## config.mk

```make
export PLATFORM = sky130hd
export DESIGN_NAME = rns_reverse_conv
export DESIGN_NICKNAME = d
export VERILOG_FILES = /design/src/rtl/rns_reverse_conv.sv
export SDC_FILE = /design/constraint.sdc
export NUM_CORES = 1
export LEC_CHECK = 0
export CAP_MARGIN = 20
export CORE_ASPECT_RATIO = 0.7
export CORE_MARGIN = 4
export CORE_UTILIZATION = 55
export CTS_BUF_LIST = sky130_fd_sc_hd__clkbuf_16
export DETAILED_ROUTE_END_ITERATION = 8
export GPL_ROUTABILITY_DRIVEN = 0
export PLACE_DENSITY_LB_ADDON = 0.3
export SETUP_SLACK_MARGIN = 0.02
export SLEW_MARGIN = 0
export SYNTH_ARGS = -nofsm -noshare
export SYNTH_HDL_FRONTEND = slang
export SYNTH_SLANG_ARGS = --single-unit
```

## constraint.sdc

```tcl
create_clock -name clk -period 4.4 [get_ports clk]
set_input_delay 0.44 -clock clk [delete_from_list [all_inputs] [get_ports clk]]
set_output_delay 0.44 -clock clk [all_outputs]
set_load 0.005 [all_outputs]
```

## src/rtl/rns_reverse_conv.sv

```systemverilog
// rtl/rns_reverse_conv.sv - two-residue RNS to binary converter, sequential shift-add CRT
module rns_reverse_conv #(
  parameter logic [8:0] MOD_A = 9'd129,
  parameter logic [8:0] MOD_B = 9'd256,
  parameter logic [7:0] INV_B = 8'd64
) (
  input  logic        clk,
  input  logic        reset,
  input  logic        flush,
  input  logic        in_valid,
  output logic        in_ready,
  input  logic [15:0] rns_in,
  output logic        out_valid,
  input  logic        out_ready,
  output logic [15:0] int_out,
  output logic        range_err
);

  // The high residue is carried through untouched as the low byte of X.
  localparam int B_BITS = $clog2(MOD_B);

  typedef enum logic [2:0] {IDLE, REDUCE, MUL, COMBINE, DONE} state_t;

  state_t            state;
  logic [7:0]        r_a;
  logic [B_BITS-1:0] r_b;
  logic              range_err_q;
  logic [8:0]        d;
  logic [8:0]        acc;
  logic [2:0]        cnt;

  logic [8:0] rb_ext;
  logic [8:0] rbm;
  logic [8:0] ra_ext;
  logic [8:0] d_diff;
  logic [8:0] d_next;
  logic [8:0] dbl;
  logic [8:0] dbl_m;
  logic [8:0] addend;
  logic [8:0] sum;
  logic [8:0] acc_next;

  // Datapath: reduce r_b into the MOD_A domain, form d = r_a - r_b mod MOD_A,
  // and one MSB-first shift-add step of k = d * INV_B mod MOD_A.
  always_comb begin
    rb_ext   = {1'b0, r_b};
    rbm      = (rb_ext >= MOD_A) ? rb_ext - MOD_A : rb_ext;
    ra_ext   = {1'b0, r_a};
    d_diff   = ra_ext - rbm;
    d_next   = (ra_ext < rbm) ? d_diff + MOD_A : d_diff;
    dbl      = acc << 1;
    dbl_m    = (dbl >= MOD_A) ? dbl - MOD_A : dbl;
    addend   = INV_B[cnt] ? d : 9'd0;
    sum      = dbl_m + addend;
    acc_next = (sum >= MOD_A) ? sum - MOD_A : sum;
  end

  // Control FSM with registered handshake and result outputs; flush wins over everything but reset.
  always_ff @(posedge clk or posedge reset) begin
    if (reset) begin
      state       <= IDLE;
      in_ready    <= 1'b1;
      out_valid   <= 1'b0;
      int_out     <= 16'd0;
      range_err   <= 1'b0;
      range_err_q <= 1'b0;
      r_a         <= 8'd0;
      r_b         <= '0;
      d           <= 9'd0;
      acc         <= 9'd0;
      cnt         <= 3'd0;
    end else if (flush) begin
      state     <= IDLE;
      in_ready  <= 1'b1;
      out_valid <= 1'b0;
    end else begin
      case (state)
        IDLE: begin
          if (in_valid) begin
            r_a         <= rns_in[7:0];
            r_b         <= rns_in[15:8];
            range_err_q <= ({1'b0, rns_in[7:0]} >= MOD_A);
            in_ready    <= 1'b0;
            state       <= REDUCE;
          end
        end
        REDUCE: begin
          d     <= d_next;
          acc   <= 9'd0;
          cnt   <= 3'd7;
          state <= MUL;
        end
        MUL: begin
          acc <= acc_next;
          if (cnt == 3'd0) begin
            state <= COMBINE;
          end else begin
            cnt <= cnt - 3'd1;
          end
        end
        COMBINE: begin
          int_out   <= range_err_q ? 16'd0 : {acc[7:0], r_b};
          range_err <= range_err_q;
          out_valid <= 1'b1;
          state     <= DONE;
        end
        DONE: begin
          if (out_ready) begin
            out_valid <= 1'b0;
            in_ready  <= 1'b1;
            state     <= IDLE;
          end
        end
        default: begin
          state    <= IDLE;
          in_ready <= 1'b1;
        end
      endcase
    end
  end

endmodule

```

==> impl_results.md, run 1 <==
* Average wire per cell in the routed design at 15.8 µm
* Instance area after placement at 0.00434 mm²
* Ranking of synthesized cells by area: sky130_fd_sc_hd__dfrtp_1, sky130_fd_sc_hd__ha_1, sky130_fd_sc_hd__mux2_2, sky130_fd_sc_hd__a21oi_1, sky130_fd_sc_hd__xor2_1
* Synthesis-to-layout area growth at 20.8%
* First DRT Iteration DRCs at 206
* Routed vias at 3106
* Detail Route Antenna Nets at 0
* Horiz. Die Dim at 108 µm
* Number of diodes added for antenna fixing at 0
* Fin. max-slew vios at 0
* Total Routed Length at 8770 µm
* Largest net degree at the start of global routing at 38
* DIE AREA at 0.00845 mm²
* Remaining max-slew budget at the tightest pin at 0.442
* Number of buffers inserted during clock tree synthesis at 9
* # Post-CTS Setup Buffers at 0
* List of most frequent post-synthesis cells: sky130_fd_sc_hd__dfrtp_1, sky130_fd_sc_hd__nand2_1, sky130_fd_sc_hd__nor2_1, sky130_fd_sc_hd__a21oi_1, sky130_fd_sc_hd__ha_1
* Area of all placed cells without fillers at 0.00466 mm²
* Share of synthesized area spent on multiplexers at 0.0603
* Layout cells sized above 1 at 0.105
* Most used DFF post-synth: sky130_fd_sc_hd__dfrtp_1
* Capture point of the critical path: acc[1]
* Core occupancy in the finished layout at 0.687
* Total global-route track usage at 0.224
* Post-cts gate resize count at 0
* Fmax at 0.245 GHz
* Effective utilization at floorplan at 0.569
* Hold/Removal Path Class: in2async
* Mean instance size in the synthesized netlist at 9.31 µm²
* Std-Cell Rows at 25
* Highest ir drop seen on vdd at 0.433 mV
* Clock tree from TritonCTS: done
* Register area at 0.00148 mm²
* Count of input and output buffers at 39
* Number of endpoints with negative hold slack in the final report at 0
* Number of maximum-capacitance violations at 0
* Clock Root Buffer: sky130_fd_sc_hd__clkbuf_16
* Xor-xnor portion of the synthesized cell area at 0.0982
* Area share of fa/ha/maj cells after synthesis at 0.0946
* Routed via count divided by cell count at 5.62
* Unrepaired setup endpoints after global routing: false
* Wire length of the first global-routing pass at 14900 µm
* Cell accounting for the most synthesized area: sky130_fd_sc_hd__dfrtp_1
* Clock transition time at the flip-flop clock pins of the worst setup and hold paths at 0.05 ns
* Fin nets at 504
* CP startpoint kind: flop
* Total gr overflow at 0
* Reg-to-reg critical path startpoint: acc[4]
* Post-synthesis cell count at 415
* Main combinational cell family by area after synthesis: simple AND/OR/NAND/NOR gates
* Via count of the first global-routing pass at 3010
* Area share of the largest cell type after synthesis at 0.376
* Number of enable-type register cells in the synthesized netlist at 0
* Die Y-Extent at 78.1 µm
* Post-layout min period at 4.08 ns
* Number of failing setup endpoints in the final timing report at 0
* Post-synthesis sequential element count at 59
* Required time reported for the critical path endpoint at 4.58 ns
* Synth unique cells at 49
* Number of top-level design ports at 40
* Sequential area share after synthesis at 0.383
* Setup clock skew after layout at 0.00621 ns
* Arrival time at the worst endpoint at 4.26 ns
* Cell count of the worst reg-to-reg path at 13
* Area of the core at 0.00679 mm²
* Category of the critical setup timing path: reg2reg
* Share of the synthesized area in compound gates (AO/OA/AOI/OAI) at 0.150
* Post-CTS Hold Fix Bufs at 0
* Sink count of the clock tree at 59
* Reg-to-reg critical path endpoint: acc[1]
* Half-perimeter wire length after placement at 6660 µm
* H-tree depth at 3
* Power density over the cells at 833 mW/mm²
* Multi-input gate area in the final layout at 0.00227 mm²
* Async set-or-reset flop fraction in the synthesized netlist at 1.00
* Post-route DRC at 0
* Run status: finished clean
* Number of standard cells in the layout, taps in and fillers out at 553
* Worst reg-to-reg setup slack at 0.32 ns
* Yosys synthesis warning count at 0
* Simple logic cell fraction of the synthesized area at 0.182
* Biggest fanout along the worst timing path at 7
* Worst-case clock buffer depth at 2
* Filler cell count in the final layout at 543
* Cell area after synthesis at 0.00386 mm²
* Dpl cells at 537
* Total negative setup slack at 0 ns
* First-pass DRT Iterations at 5
* Most used standard cell by instance count after synthesis: sky130_fd_sc_hd__dfrtp_1
* Period utilization at 0.927
* Number of antenna violations at the first check in global routing at 0
* Actual transition at the worst max-transition pin at 0.835 ns
* Worst skew pair latency at 0.32 ns
* Worst setup path startpoint: acc[4]
* Syn nets at 464
* Type of element capturing the critical path: flop
* Standby leakage power at 2.04 nW
area by class of cell:
class / count / share of cell area
multi-input combinational: 323 / 0.486
timing repair buffer: 42 / 0.0901
sequential: 59 / 0.317
clock inverter: 6 / 0.0174
inverter: 20 / 0.0161
tap: 94 / 0.0252
clock buffer: 9 / 0.0483
placed cells by master (no fill, tap or decap), types with 2 or more instances in the layout:
cell type / netlist / routed
sky130_fd_sc_hd__inv_1: 20 / 19
sky130_fd_sc_hd__nand4b_1: 2 / 2
sky130_fd_sc_hd__ha_1: 26 / 26
sky130_fd_sc_hd__nor3_1: 11 / 11
sky130_fd_sc_hd__a21oi_1: 34 / 34
sky130_fd_sc_hd__bufinv_16: 0 / 2
sky130_fd_sc_hd__fa_1: 2 / 2
sky130_fd_sc_hd__or3_4: 2 / 2
sky130_fd_sc_hd__mux2i_1: 3 / 3
sky130_fd_sc_hd__o31ai_1: 4 / 4
sky130_fd_sc_hd__a211oi_1: 3 / 3
sky130_fd_sc_hd__mux2_2: 18 / 18
sky130_fd_sc_hd__nor2_1: 36 / 36
sky130_fd_sc_hd__o21ai_1: 8 / 9
sky130_fd_sc_hd__buf_4: 0 / 2
sky130_fd_sc_hd__o21a_1: 3 / 3
sky130_fd_sc_hd__o211ai_2: 2 / 2
sky130_fd_sc_hd__o21bai_1: 4 / 4
sky130_fd_sc_hd__o22ai_1: 2 / 2
sky130_fd_sc_hd__o41ai_1: 2 / 2
sky130_fd_sc_hd__nor2b_1: 2 / 2
sky130_fd_sc_hd__o21ai_0: 21 / 20
sky130_fd_sc_hd__dfrtp_1: 58 / 58
sky130_fd_sc_hd__and3_1: 10 / 10
sky130_fd_sc_hd__nor4_1: 3 / 3
sky130_fd_sc_hd__xnor2_1: 18 / 18
sky130_fd_sc_hd__clkdlybuf4s50_1: 0 / 39
sky130_fd_sc_hd__nand3_1: 7 / 7
sky130_fd_sc_hd__nand2b_1: 18 / 18
sky130_fd_sc_hd__nand2_1: 42 / 42
sky130_fd_sc_hd__clkbuf_16: 0 / 9
sky130_fd_sc_hd__nor3b_1: 3 / 3
sky130_fd_sc_hd__xor2_1: 19 / 19
sky130_fd_sc_hd__clkinv_1: 0 / 2
stage by stage:
step                total power, mW  worst slack, ns  hold slack (ns)
floorplan                      2.60            0.663            0.440
global route                   4.21            0.110            0.502
finish                         3.89            0.321            0.458
detailed placement             3.09            0.474            0.467
global placement               3.01            0.587            0.459
CTS                            3.84            0.443            0.472
cell families (layout without fill, tap and decap cells):
| kind of cell | Yosys count | after routing |
|---|---|---|
| compound gates | 93 | 93 |
| simple gates | 142 | 142 |
| fa+ha+maj | 28 | 28 |
| mux | 21 | 21 |
| flops | 59 | 59 |
| buf+inv | 33 | 77 |
| xor+xnor | 39 | 39 |
report_power, final:
part	switching, mW	internal, mW
sequential	0.164	0.707
combinational	1.27	1.02
clock	0.240	0.488
total	1.67	2.21
worst max-delay path, cell delays in order, from the launching register on:
cell and delay [ns]:
sky130_fd_sc_hd__dfrtp_1 0.43, sky130_fd_sc_hd__nor3_1 0.34, sky130_fd_sc_hd__nand3b_1 0.17, sky130_fd_sc_hd__a21o_1 0.28, sky130_fd_sc_hd__ha_1 0.26, sky130_fd_sc_hd__fa_1 0.41, sky130_fd_sc_hd__a211oi_1 0.32, sky130_fd_sc_hd__nor2_1 0.11
sky130_fd_sc_hd__xor2_1 0.19, sky130_fd_sc_hd__or3_4 0.40, sky130_fd_sc_hd__o41a_4 0.52, sky130_fd_sc_hd__nor2_4 0.13, sky130_fd_sc_hd__mux2i_1 0.27, sky130_fd_sc_hd__o22ai_1 0.10
flip-flops by register name, indices dropped and copies added (netlist names):
register	cells
range_err_q	1
cnt	3
range_err	1
out_valid	1
int_out	16
in_ready	1
d	9
acc	8
state	3
r_a	8
r_b	8
layer usage:
| metal | vias to the layer above | share of wire | GRT usage |
|---|---|---|---|
| met4 | 0 | 0.0080 | 0.0416 |
| met2 | 96 | 0.45 | 0.345 |
| met1 | 1472 | 0.49 | 0.329 |
| li1 | 1529 | - | - |
| met3 | 9 | 0.058 | 0.0468 |
| met5 | - | 0 | 0 |
how the worst min path moves through the flow:
stage               startpoint         end  slack (ns)  depth (start not counted)
finish                   reset  int_out[5]        0.46                          2
global route        int_out[5]  int_out[5]        0.50                          2
CTS                      reset  int_out[5]        0.47                          2
detailed placement      cnt[0]      cnt[0]        0.47                          1
global placement        cnt[0]      cnt[0]        0.46                          1
floorplan               cnt[0]      cnt[0]        0.44                          1
Power figures use the tool's default switching activity.
==> run 2, diff against run 1 <==
--- a/config.mk
+++ b/config.mk
@@ -11,10 +11,11 @@
 export CORE_UTILIZATION = 55
 export CTS_BUF_LIST = sky130_fd_sc_hd__clkbuf_16
 export DETAILED_ROUTE_END_ITERATION = 8
+export DONT_BUFFER_PORTS = 1
 export GPL_ROUTABILITY_DRIVEN = 0
 export PLACE_DENSITY_LB_ADDON = 0.3
 export SETUP_SLACK_MARGIN = 0.02
-export SLEW_MARGIN = 0
+export SLEW_MARGIN = 40
 export SYNTH_ARGS = -nofsm -noshare
 export SYNTH_HDL_FRONTEND = slang
 export SYNTH_SLANG_ARGS = --single-unit
==> run 2 against run 1 <==
Against the previous run:
- sequential share of layout area rose by 3.2 points
- via count shrank 4.2%
- clock-buffer cell count stayed put
- critical path type unchanged
- maximum frequency up 2.1%
- sequential power up 2%
- critical path depth shrank 1
==> impl_results.md, run 2 (synthesis results as in run 1) <==
* Clock power frac at 0.167
* Number of top-level design ports at 40
* Worst min-delay path startpoint: flush
* Clock tree from TritonCTS: done
* Max reg flops at 16
* Half-perimeter wire length after placement at 6530 µm
* Number of diodes added for antenna fixing at 0
* Post-route DRC at 0
* Average wire per cell in the routed design at 16.6 µm
* Effective utilization at floorplan at 0.569
* Std-Cell Rows at 25
* Fin nets at 464
* Synthesis-to-layout area growth at 9.65%
* Reg-to-reg critical path startpoint: acc[4]
* Period utilization at 0.908
* Comb power frac at 0.590
* Most used cells in the layout excluding fill and tap cells: sky130_fd_sc_hd__dfrtp_1, sky130_fd_sc_hd__nand2_1, sky130_fd_sc_hd__nor2_1
* Power density over the cells at 862 mW/mm²
* Worst reg-to-reg setup slack at 0.41 ns
* Largest net degree at the start of global routing at 60
* Sink count of the clock tree at 59
* Fin. max-slew vios at 0
* Number of maximum-capacitance violations at 0
* Clock transition time at the flip-flop clock pins of the worst setup and hold paths at 0.05 ns
* Category of the critical setup timing path: reg2reg
* Biggest fanout along the worst timing path at 7
* Largest regs: int_out x16, d x9
* Worst skew pair latency at 0.33 ns
* Terminating pin of the worst hold path: out_valid
* Run status: finished clean
* First-pass DRT Iterations at 4
* Fmax at 0.250 GHz
* Required time reported for the critical path endpoint at 4.60 ns
* Reg-to-reg critical path endpoint: acc[5]
* Layout cells sized above 1 at 0.121
* Highest ir drop seen on vdd at 0.310 mV
* Number of buffers inserted during clock tree synthesis at 9
* Instance area after placement at 0.00396 mm²
* Number of antenna violations at the first check in global routing at 0
* Worst-case clock buffer depth at 2
* Number of endpoints with negative hold slack in the final report at 0
* Detail Route Antenna Nets at 0
* Actual transition at the worst max-transition pin at 0.734 ns
* H-tree depth at 3
* Total global-route track usage at 0.221
* Switching Fraction at 0.446
* Remaining max-slew budget at the tightest pin at 0.511
* Flop pwr share at 0.243
* Setup clock skew after layout at 0.00494 ns
* Hold depth at 1
* Routed vias at 2974
* # Post-CTS Setup Buffers at 0
* Total gr overflow at 0
* Arrival time at the worst endpoint at 4.19 ns
* Type of element capturing the critical path: flop
* Clock Root Buffer: sky130_fd_sc_hd__clkbuf_16
* Routed via count divided by cell count at 5.79
* DIE AREA at 0.00845 mm²
* Die Y-Extent at 78.1 µm
* CP startpoint kind: flop
* Number of failing setup endpoints in the final timing report at 0
* Most frequent standard cell in the layout excluding fill and tap cells: sky130_fd_sc_hd__dfrtp_1
* Horiz. Die Dim at 108 µm
* Unrepaired setup endpoints after global routing: false
* Largest Register: int_out
* Int Pwr at 2.02 mW
* Area of the core at 0.00679 mm²
* Via count of the first global-routing pass at 2997
* Standby leakage power at 1.87 nW
* Post-layout min period at 3.99 ns
* Total Routed Length at 8520 µm
* Wire length of the first global-routing pass at 14700 µm
* Cell count of the worst reg-to-reg path at 12
* Switching Power at 1.63 mW
* First DRT Iteration DRCs at 162
* Area of all placed cells without fillers at 0.00424 mm²
* Total negative setup slack at 0 ns
* Hold/Removal Path Class: in2reg
* Count of input and output buffers at 0
[run 2: cell count changes in the layout (fill, tap and decap cells not counted), moves of 2 or more]
cell                              before  now
sky130_fd_sc_hd__clkdlybuf4s50_1      39    0
sky130_fd_sc_hd__bufinv_16             2    0
sky130_fd_sc_hd__clkinvlp_4            0    2
sky130_fd_sc_hd__nand3_1               7    5
sky130_fd_sc_hd__nand3_2               0    2
[run 2: worst max-delay path, cell delays in order, from the launching register on]
cell,delay (ns)
sky130_fd_sc_hd__dfrtp_1,0.43
sky130_fd_sc_hd__nor3_1,0.32
sky130_fd_sc_hd__nand3b_1,0.16
sky130_fd_sc_hd__a21o_1,0.29
sky130_fd_sc_hd__ha_1,0.26
sky130_fd_sc_hd__fa_1,0.41
sky130_fd_sc_hd__xor2_1,0.23
sky130_fd_sc_hd__or3_4,0.37
sky130_fd_sc_hd__or3_4,0.41
sky130_fd_sc_hd__o41a_4,0.52
sky130_fd_sc_hd__o21ai_1,0.17
sky130_fd_sc_hd__xor2_1,0.22
sky130_fd_sc_hd__o21ai_1,0.09
[run 2: area by class of cell]
cell class / instances / area, µm²
Clock buffer: 9 / 225
Clock inverter: 7 / 36.3
Fill cell: 581 / 2550
Inverter: 20 / 75.1
Multi-Input combinational cell: 323 / 2290
Sequential cell: 59 / 1480
Tap cell: 94 / 118
Timing Repair Buffer: 2 / 15.0
[run 2: routing by layer]
layer	up-vias	routed length, µm	GRT usage
li1	1449	-	-
met1	1447	4180	0.309
met2	70	3750	0.337
met3	8	520	0.0600
met4	0	63	0.0618
met5	-	0	0
[run 2: worst max-delay path by stage]
stage | startpoint | cells after the start | end | slack (ns)
finish | acc[4] | 12 | acc[5] | 0.41
global route | r_b[3] | 15 | d[8] | 0.05
CTS | r_b[3] | 16 | d[8] | 0.39
detailed placement | acc[4] | 12 | acc[5] | 0.44
global placement | acc[4] | 12 | acc[4] | 0.51
floorplan | acc[5] | 13 | acc[3] | 0.66
[run 2: repair_timing]
item,4_1_cts,5_1_grt
hold buffers,0,0
gates resized for setup,0,2
setup endpoints to repair,0,4
endpoints found under the hold margin,0,0
[run 2: power by group through the flow]
stage	clock network, mW	logic, mW	registers, mW
floorplan	0	1.78	0.816
finish	0.609	2.16	0.886
global placement	0	2.05	0.879
CTS	0.618	2.14	0.881
detailed placement	0	2.13	0.887
global route	0.643	2.42	0.913
[run 2: stage by stage]
| stage | std cells | hold slack [ns] | util | power, mW | worst slack [ns] |
|---|---|---|---|---|---|
| 2_1_floorplan | 415 | 0.440 | - | 2.60 | 0.663 |
| 3_3_place_gp | 498 | 0.457 | 0.582 | 2.93 | 0.509 |
| 3_5_place_dp | 498 | 0.458 | 0.583 | 3.01 | 0.436 |
| 4_1_cts | 514 | 0.173 | 0.622 | 3.64 | 0.388 |
| 5_1_grt | 514 | 0.175 | 0.624 | 3.98 | 0.0513 |
| 6_report | 514 | 0.182 | 0.624 | 3.65 | 0.406 |
==> run 3, diff against run 2 <==
--- a/config.mk
+++ b/config.mk
@@ -6,13 +6,14 @@
 export NUM_CORES = 1
 export LEC_CHECK = 0
 export CAP_MARGIN = 20
-export CORE_ASPECT_RATIO = 0.7
+export CORE_ASPECT_RATIO = 0.6
 export CORE_MARGIN = 4
 export CORE_UTILIZATION = 55
 export CTS_BUF_LIST = sky130_fd_sc_hd__clkbuf_16
 export DETAILED_ROUTE_END_ITERATION = 8
 export DONT_BUFFER_PORTS = 1
 export GPL_ROUTABILITY_DRIVEN = 0
+export MAX_ROUTING_LAYER = met4
 export PLACE_DENSITY_LB_ADDON = 0.3
 export SETUP_SLACK_MARGIN = 0.02
 export SLEW_MARGIN = 40
==> run 3 against run 2 <==
Against the previous run:
- sequential cell count unchanged
- largest cell class unchanged
- critical path depth stayed put
- highest routed layer unchanged
- combinational power barely moved
- final cell count decreased by 1.6%
==> impl_results.md, run 3 (synthesis results as in run 1) <==
* Number of diodes added for antenna fixing at 0
* Largest net degree at the start of global routing at 34
* Number of antenna violations at the first check in global routing at 0
* Register area at 0.00148 mm²
* Post-route DRC at 0
* Area of all placed cells without fillers at 0.00426 mm²
* Horiz. Die Dim at 116 µm
* Die Y-Extent at 72.9 µm
* Total global-route track usage at 0.225
* Category of the critical setup timing path: reg2reg
* CP startpoint kind: flop
* Multi-input gate area in the final layout at 0.00228 mm²
* Number of maximum-capacitance violations at 0
* Total gr overflow at 0
* Std-Cell Rows at 23
* Unrepaired setup endpoints after global routing: false
* Worst reg-to-reg setup slack at 0.36 ns
* Run status: finished clean
* Clock Root Buffer: sky130_fd_sc_hd__clkbuf_16
* Detail Route Antenna Nets at 0
* Half-perimeter wire length after placement at 6290 µm
* H-tree depth at 3
* DIE AREA at 0.00847 mm²
* Number of top-level design ports at 40
* Number of failing setup endpoints in the final timing report at 0
* Sink count of the clock tree at 59
* Largest Register: int_out
* Total power of the final layout at 3.77 mW
* Fmax at 0.247 GHz
* Period utilization at 0.919
* Max reg flops at 16
* Type of element capturing the critical path: flop
* First-pass DRT Iterations at 6
* Via count of the first global-routing pass at 2857
* Post-layout min period at 4.04 ns
* Effective utilization at floorplan at 0.574
* Worst skew pair latency at 0.33 ns
* Largest regs: int_out x16, d x9
* Number of buffers inserted during clock tree synthesis at 9
* Arrival time at the worst endpoint at 4.24 ns
* Most frequent standard cell in the layout excluding fill and tap cells: sky130_fd_sc_hd__dfrtp_1
* Worst hold margin at 0.0256 ns
* Fin nets at 464
* First DRT Iteration DRCs at 241
* Routed vias at 2927
* Fin. max-slew vios at 0
* Standby leakage power at 1.89 nW
* Synthesis-to-layout area growth at 10.4%
* Worst-case clock buffer depth at 2
* Highest ir drop seen on vdd at 0.407 mV
* Reg-to-reg critical path endpoint: acc[4]
* Power density over the cells at 884 mW/mm²
* Instance area after placement at 0.00395 mm²
* Clock tree from TritonCTS: done
* Most used cells in the layout excluding fill and tap cells: sky130_fd_sc_hd__dfrtp_1, sky130_fd_sc_hd__nand2_1, sky130_fd_sc_hd__nor2_1
* Total negative setup slack at 0 ns
* Setup clock skew after layout at 0.00686 ns
* Total Routed Length at 8400 µm
* Capture point of the critical path: acc[4]
* Reg-to-reg critical path startpoint: acc[5]
* Layout cells sized above 1 at 0.122
* Routed via count divided by cell count at 5.78
* Post-CTS Hold Fix Bufs at 0
* Area of the core at 0.00673 mm²
* Wire length of the first global-routing pass at 14100 µm
* Average wire per cell in the routed design at 16.6 µm
* Hold/Removal Path Class: in2async
* Biggest fanout along the worst timing path at 7
* Actual transition at the worst max-transition pin at 0.587 ns
* Worst setup path startpoint: acc[5]
* Remaining max-slew budget at the tightest pin at 0.606
* Clock transition time at the flip-flop clock pins of the worst setup and hold paths at 0.05 ns
* Filler cell count in the final layout at 536
* Cell count of the worst reg-to-reg path at 12
* Required time reported for the critical path endpoint at 4.60 ns
* Number of endpoints with negative hold slack in the final report at 0
* Count of input and output buffers at 0
## run 3: area by class of cell
type / instances / area share
Multi-Input combinational cell: 323 / 0.535
Clock inverter: 6 / 0.0191
Sequential cell: 59 / 0.347
Clock buffer: 9 / 0.0528
Tap cell: 87 / 0.0255
Timing Repair Buffer: 2 / 0.00352
Inverter: 20 / 0.0176
## run 3: routing by layer
metal  global-route usage  part of all wire
met5                    -                 0
met4               0.0566             0.011
met3               0.0944             0.094
met2                0.296              0.39
met1                0.317              0.50
## run 3: worst min path at each step
stage | start | to | slack (ns) | depth (start not counted)
3_5_place_dp | reset | r_b[6] | 0.40 | 1
2_1_floorplan | cnt[0] | cnt[0] | 0.44 | 1
5_1_grt | reset | r_b[6] | 0.07 | 1
3_3_place_gp | reset | r_b[6] | 0.40 | 1
6_report | reset | r_b[6] | 0.03 | 1
4_1_cts | reset | r_b[6] | 0.04 | 1
## run 3: power by group
part           switching [mW]  internal, mW
Clock                   0.241         0.487
Combinational            1.22         0.941
Sequential              0.175         0.708
## run 3: through the flow
stage          cells  setup WS (ns)  utilization
6_report         506          0.356        0.633
5_1_grt          506         0.0609        0.633
4_1_cts          506          0.364        0.632
3_5_place_dp     491          0.401        0.586
3_3_place_gp     491          0.516        0.586
2_1_floorplan    415          0.663            -
## run 3: critical path, stage by stage, from the launching register on
cell and delay [ns]:
sky130_fd_sc_hd__dfrtp_1 0.42, sky130_fd_sc_hd__nor3_1 0.31, sky130_fd_sc_hd__nand3b_1 0.17, sky130_fd_sc_hd__a21o_1 0.28, sky130_fd_sc_hd__ha_1 0.26, sky130_fd_sc_hd__fa_1 0.42
sky130_fd_sc_hd__xor2_1 0.23, sky130_fd_sc_hd__or3_4 0.36, sky130_fd_sc_hd__or3_4 0.41, sky130_fd_sc_hd__o41a_4 0.53, sky130_fd_sc_hd__o211ai_2 0.17, sky130_fd_sc_hd__xor2_1 0.24
sky130_fd_sc_hd__o21ai_1 0.09
## run 3: timing repair
item | 4_1_cts | 5_1_grt
buffers inserted | 0 | 0
gates resized for setup | 0 | 1
endpoints found under the setup margin | 0 | 1
